### src/rtl/frame_swap_ctrl.sv
// Ping-pong frame buffer sequencer: clears the back buffer, grants the renderer,
// then swaps buffers during vblank while counting presented and dropped frames.
module frame_swap_ctrl #(
  parameter int unsigned        A         = 9,
  parameter int unsigned        S         = 24,
  parameter logic [S-1:0]       CLEAR_VAL = '0,
  parameter int unsigned        CW        = 16
) (
  input  logic          clock,
  input  logic          resetn,
  input  logic          frame_done,
  input  logic          vblank,
  input  logic [A-1:0]  r_addr,
  input  logic [S-1:0]  r_data,
  input  logic          r_wren,
  output logic          render_en,
  output logic [A-1:0]  mem_addr,
  output logic [S-1:0]  mem_data,
  output logic          mem_wren,
  output logic          swap,
  output logic          busy_clear,
  output logic [CW-1:0] frame_count,
  output logic [CW-1:0] drop_count
);

  typedef enum logic [1:0] {
    CLEAR   = 2'd0,
    RENDER  = 2'd1,
    WAIT_VB = 2'd2,
    SWAP    = 2'd3
  } state_t;

  state_t         state;
  logic [A-1:0]   clr_addr;
  logic           vblank_q;
  logic           vb_rise;
  logic           drop_ok;

  assign vb_rise = vblank & ~vblank_q;
  assign drop_ok = (state == CLEAR) || (state == RENDER);

  always_comb begin
    mem_addr = clr_addr;
    mem_data = CLEAR_VAL;
    mem_wren = 1'b0;
    unique case (state)
      CLEAR: begin
        mem_wren = 1'b1;
      end
      RENDER: begin
        mem_addr = r_addr;
        mem_data = r_data;
        mem_wren = r_wren;
      end
      default: begin
        mem_wren = 1'b0;
      end
    endcase
  end

  always_ff @(posedge clock or negedge resetn) begin
    if (!resetn) begin
      state       <= CLEAR;
      clr_addr    <= '0;
      swap        <= 1'b0;
      render_en   <= 1'b0;
      busy_clear  <= 1'b1;
      frame_count <= '0;
      drop_count  <= '0;
      vblank_q    <= 1'b0;
    end else begin
      vblank_q <= vblank;
      // Edges seen in WAIT_VB belong to the swap itself, not a drop.
      if (vb_rise && drop_ok && (drop_count != {CW{1'b1}}))
        drop_count <= drop_count + 1'b1;

      unique case (state)
        CLEAR: begin
          clr_addr <= clr_addr + 1'b1;
          if (clr_addr == {A{1'b1}}) begin
            state      <= RENDER;
            render_en  <= 1'b1;
            busy_clear <= 1'b0;
          end
        end
        RENDER: begin
          if (frame_done) begin
            state     <= WAIT_VB;
            render_en <= 1'b0;
          end
        end
        WAIT_VB: begin
          if (vblank) begin
            state       <= SWAP;
            swap        <= 1'b1;
            frame_count <= frame_count + 1'b1;
          end
        end
        SWAP: begin
          state      <= CLEAR;
          swap       <= 1'b0;
          busy_clear <= 1'b1;
          clr_addr   <= '0;
        end
        default: begin
          state <= CLEAR;
        end
      endcase
    end
  end

endmodule

### config.mk
export PLATFORM = sky130hd
export DESIGN_NAME = frame_swap_ctrl
export DESIGN_NICKNAME = d
export VERILOG_FILES = /design/src/rtl/frame_swap_ctrl.sv
export SDC_FILE = /design/constraint.sdc
export NUM_CORES = 1
export LEC_CHECK = 0
export CORE_MARGIN = 2
export CORE_UTILIZATION = 45
export CTS_BUF_LIST = sky130_fd_sc_hd__clkbuf_8
export CTS_CLUSTER_SIZE = 25
export DETAILED_ROUTE_END_ITERATION = 12
export PLACE_DENSITY_LB_ADDON = 0.1
export SLEW_MARGIN = 20
export SYNTH_ARGS = -nofsm -noshare
export SYNTH_HDL_FRONTEND = slang
export SYNTH_SLANG_ARGS = --single-unit
### constraint.sdc
create_clock -name clock -period 2.2 [get_ports clock]
set_input_delay 0.22 -clock clock [delete_from_list [all_inputs] [get_ports clock]]
set_output_delay 0.22 -clock clock [all_outputs]
set_load 0.01 [all_outputs]
Word level (Yosys, flattened, before mapping)
Cells that the tools add are included.
Widths: inputs -> output; s select.
{"block": "totals", "regBits": 47, "output_inout_bits": 69, "elab_cells": 48}
{"block": "op_classes", "add_sub_neg": 3, "n_eq_ne": 8, "n_mux": 15, "n_bitwise": 2, "reduce_logical": 12}
{"op": "$add 16x1->16 const B", "n": 2}
{"op": "$mux 24", "n": 1}
{"op": "$pmux 9 s2", "n": 1}
{"op": "$ne 16x16->1 const B", "n": 1}
{"op": "$add 9x1->9 const B", "n": 1}
{"op": "$eq 9x9->1 const B", "n": 1}
{"op": "$mux 9", "n": 1}
{"op": "$pmux 1 s2", "n": 4}
{"op": "$pmux 2 s4", "n": 1}
{"op": "$mux 2", "n": 3}
{"op": "$reduce_and 2->1", "n": 3}
{"op": "$reduce_and 3->1", "n": 2}
{"op": "$reduce_bool 2->1", "n": 3}
{"op": "$eq 2x2->1 const B", "n": 2}
{"op": "$mux 1", "n": 4}
{"op": "$ne 2x2->1 const B", "n": 2}
{"op": "$eq 2x1->1 const B", "n": 1}
{"op": "$logic_and 1x1->1", "n": 2}
{"op": "$logic_not 2->1", "n": 1}
{"op": "$ne 2x1->1 const B", "n": 1}
{"op": "$and 1x1->1", "n": 1}
{"op": "$logic_or 1x1->1", "n": 1}
{"op": "$not 1->1", "n": 1}

Longest topological paths before layout
{"block": "logic_depth", "ltp_word": 4, "mapped_depth": 8}

Worst setup path after synthesis
OpenSTA, ideal clock, no wires.
{"block": "synth_timing", "kind": "reg-to-reg", "startpoint": "reg clr_addr[2]", "endpoint": "reg state[1]", "arrival_ns": 1.815, "slack_ns": 0.260, "path_stages_with_launch": 9, "period_less_slack_ns": 1.940, "path_cell_list": "dfrtp_1 and3_1 and3_1 and3_1 ha_1 nand2b_1 o21ai_0 a21oi_1 mux2_2"}
{"block": "synth_between", "elab_chain_cells": 3}
{"item": "start, declared", "line_no": "34", "source": "logic [A-1:0] clr_addr;"}
{"item": "start signal, assigned", "line_no": "79", "source": "clr_addr <= clr_addr + 1'b1;"}
{"item": "$eq 9x9->1", "line_no": "80", "source": "if (clr_addr == {A{1'b1}}) begin"}
{"item": "$ne 2x1->1 (no line)"}
{"item": "$reduce_and 3->1 (no line)"}
{"item": "end signal, assigned", "line_no": "81", "source": "state <= RENDER;"}
{"item": "end signal, assigned", "line_no": "88", "source": "state <= WAIT_VB;"}
{"item": "end signal, assigned", "line_no": "94", "source": "state <= SWAP;"}
{"item": "end, declared", "line_no": "33", "source": "state_t state;"}
No other way between the ends.
A chain may end at the register's enable or synchronous reset.

Worst setup path after layout
{"block": "layout_timing", "startpoint": "reg state[1]", "endpoint": "out mem_addr[8]"}
{"block": "layout_between", "elab_chain_cells": 2}
{"item": "start signal, assigned", "line_no": "63", "source": "state <= CLEAR;"}
{"item": "start signal, assigned", "line_no": "81"}
{"item": "start signal, assigned", "line_no": "88"}
{"item": "$eq 2x1->1", "line_no": "46", "source": "unique case (state)"}
{"item": "$mux 9", "line_no": "46"}
{"item": "end, declared", "line_no": "17", "source": "output logic [A-1:0] mem_addr,"}
No other way between the ends.

==> results.sh <==
export IMPL_power_frac_seq_pct=50.0
export IMPL_grt_max_degree=20
export IMPL_routabilityCongestion=0.802
export IMPL_synth_top_area_share_pct=44.2
export IMPL_syn_inst=261
export IMPL_crit_type="flop to primary output"
export IMPL_status="complete, no violations"
export IMPL_dp_hpwl_um=4760
export IMPL_ff2ff_path_depth=8
export IMPL_report_final_setup_viol=0
export IMPL_crit_start="state[1]"
export IMPL_crit_path_end_kind="primary output"
export IMPL_grt_usage_pct=20.5
export IMPL_fin_crit_sh_pct=96.6
export IMPL_drv_slew=0
export IMPL_drive_gt1_share_pct=12.3
export IMPL_clock_sinks=47
export IMPL_met1_usage_pct=26.8
export IMPL_wirelength_um=6290
export IMPL_numCtsBuffers=5
export IMPL_syn_area_um2=2600
export IMPL_finalNetCount=428
export IMPL_met2_usage_pct=35.5
export IMPL_leakage_uw=0.00173
export IMPL_firstDrtPassIters=4
export IMPL_initial_core_util_pct=47.0
export IMPL_worst_ir_drop_vdd_uv=473
export IMPL_power_density_nw_per_um2=536
export IMPL_syn_nets=308
export IMPL_vias_per_cell=5.01
export IMPL_rr_startpoint="clr_addr[1]"
export IMPL_switching_power_uw=581
export IMPL_drcViolationCount=0
export IMPL_io_buffers=106
export IMPL_start_kind="flop"
export IMPL_worstPathMaxFanout=18
export IMPL_setup_tns_final_ns=0
export IMPL_cp_slowest_stage_delay_ns=0.48
export IMPL_seq_area_frac_synth_pct=45.2
export IMPL_wl_per_cell_um=13.8
export IMPL_synth_top_area_cell="dfrtp_1"
export IMPL_row_count=27
export IMPL_core_area_um2=5540
export IMPL_p_sw_share_pct=27.1
export IMPL_drtIter0Drc=94
export IMPL_ioPinCount=107
export IMPL_diodes=0
export IMPL_cap_viol_max_count=0
export IMPL_clock_skew_ns=0.00714
export IMPL_fp_dieW_um=80.1
export IMPL_p_int_uw=1560
export IMPL_die_y_um=80.1
export IMPL_overflow=0
export IMPL_synth_edff_count=0
export IMPL_antenna_left=0
export IMPL_ys_warn_count=0
export IMPL_top_usage_layer="met2"
export IMPL_min_path_type="primary input to asynchronous set/reset pin"
export IMPL_yosys_top_cells_area="dfrtp_1 (44%), and2_1 (6.0%), xor2_1 (5.7%), mux2_2 (5.6%), ha_1 (4.3%)"
export IMPL_ys_seq_elements=47
export IMPL_finalHoldViolCount=0
export IMPL_insertion_delay_ns=0.29
export IMPL_pwr_share_clk_pct=29.1
export IMPL_async_flop_share_pct=100
export IMPL_share_comb_of_total_power_pct=20.9
export IMPL_crit_chain="inv_2, ha_4, buf_12, mux2_2, clkdlybuf4s50_1"
export IMPL_regToRegSetupSlack_ns=0.17
export IMPL_via_count=2275
export IMPL_fmax_mhz=471
export IMPL_finish_utilization_pct=72.1
export IMPL_crit_family="buffers and inverters"
export IMPL_die_area_um2=6410
export IMPL_worst_slew_pin_slew_ns=0.560
export IMPL_max_slew_margin_pct=62.7
export IMPL_critPathRequiredTime_ns=1.98
export IMPL_grt_setup_unrepaired="no"
export IMPL_ys_flop_type="dfrtp_1"
export IMPL_cts_tree="done"
export IMPL_synth_cell_types=33
export IMPL_clockBufferDepth=2
export IMPL_grt_pass1_vias=2152
export IMPL_arrival_ns=1.90
export IMPL_crit_buf_inv=3
export IMPL_cts_max_level=2
export IMPL_root_buffer="clkbuf_8"
export IMPL_grt_pass1_wl_um=10400
export IMPL_syn2layout_area_growth_pct=53.5
export IMPL_cp_slowest_cell="clkdlybuf4s50_1"
export IMPL_antenna_found_initial=0
export IMPL_worstReg2RegEnd="state[1]"
export IMPL_min_period_ns=2.12
export IMPL_syn_area_per_cell_um2=9.98
export IMPL_use_met3_pct=3.71
export IMPL_clk_pin_slew_ns=0.08
-- metrics by stage --
stage	hold WS, ns	instances	setup WS, ns	total power, µW	instance area (µm²)
2_1_floorplan	-0.0756	261	0.260	1230	2600
3_3_place_gp	0.133	441	0.203	1520	3800
3_5_place_dp	0.139	441	0.0962	1540	3800
4_1_cts	0.354	452	0.0350	2160	3980
5_1_grt	0.369	454	0.000709	2270	4000
6_report	0.349	454	0.0754	2140	4000
-- cells in the mapped netlist (2+ instances only) --
cell type	n
inv_1	8
a21o_1	2
o21ai_0	11
ha_1	9
nand2b_1	4
mux2i_1	5
nand2_1	24
mux2_2	13
nor3b_1	2
clkbuf_1	6
or2_2	2
and2_1	25
dfrtp_1	46
a21oi_1	6
xor2_1	17
and3_1	9
and4_1	2
nor2_1	10
nand3_1	15
nand4_1	7
xnor2_1	12
nor3_1	14
nor4_1	2
-- timing repair --
action / CTS / global route
resized for setup: 3 / 2
endpoints found under the hold margin: 12 / 0
setup buffers: 1 / 2
gates cloned: 1 / 0
hold buffers: 1 / 0
endpoints found under the setup margin: 9 / 2
-- cells by family (layout without fill, tap and decap cells) --
kind of cell,after synthesis,count (layout),share of synthesized area [%]
AND/OR/NAND/NOR,121,121,26.0
flip-flops,47,47,45.2
XOR/XNOR,29,29,9.75
AO/OA/AOI/OAI,20,20,4.23
multiplexers,18,18,7.54
buffers and inverters,17,138,2.88
adder cells (fa/ha/maj),9,9,4.32
-- cell type report --
class | instances | area, µm²
repair buffers | 122 | 1220
well taps | 72 | 90.1
clock buffers | 5 | 68.8
clock inverters | 3 | 43.8
multi-input cells | 197 | 1370
inverters | 8 | 30.0
flip-flops and latches | 47 | 1180
fillers | 427 | 1540
-- power groups by stage --
stage               Clock, µW  Combinational, µW  Sequential (µW)
finish                    623                449             1070
global route              689                492             1090
CTS                       641                452             1070
detailed placement          0                450             1090
global placement            0                441             1080
floorplan                   0                131             1100
-- metal layers --
| metal | wire length, µm | part of all wire [%] | up-vias |
|---|---|---|---|
| li1 | - | - | 1132 |
| met1 | 2790 | 44 | 1080 |
| met2 | 3180 | 51 | 57 |
| met3 | 272 | 4.3 | 6 |
| met4 | 41 | 0.65 | 0 |
| met5 | 0 | 0 | - |
-- flip-flops by register name, summed over array words and instances (netlist names) --
name and cells:
render_en 1, swap 1, vblank_q 1, busy_clear 1
state 2, clr_addr 9, drop_count 16, frame_count 16
-- how the worst max path moves through the flow --
stage | endpoint | slack (ns) | depth (start not counted)
CTS | state[1] | 0.04 | 8
floorplan | state[1] | 0.26 | 8
detailed placement | state[1] | 0.1 | 8
global route | mem_addr[8] | 0.0007 | 5
global placement | state[1] | 0.20 | 8
finish | mem_addr[8] | 0.08 | 5
-- placed cells by master, fill, tap and decap left out, types with 2 or more instances in the layout --
cell type	instances
clkdlybuf4s50_1	104
dfrtp_1	46
and2_1	25
nand2_1	24
xor2_1	17
nand3_1	15
nor3_1	14
mux2_2	13
buf_4	13
xnor2_1	12
o21ai_0	11
nor2_1	10
and3_1	9
ha_1	8
inv_1	7
nand4_1	7
a21oi_1	5
mux2i_1	5
clkbuf_8	5
nand2b_1	4
a21o_1	2
nor4_1	2
or2_2	2
and4_1	2
nor3b_1	2
Power figures use the tool's default switching activity.
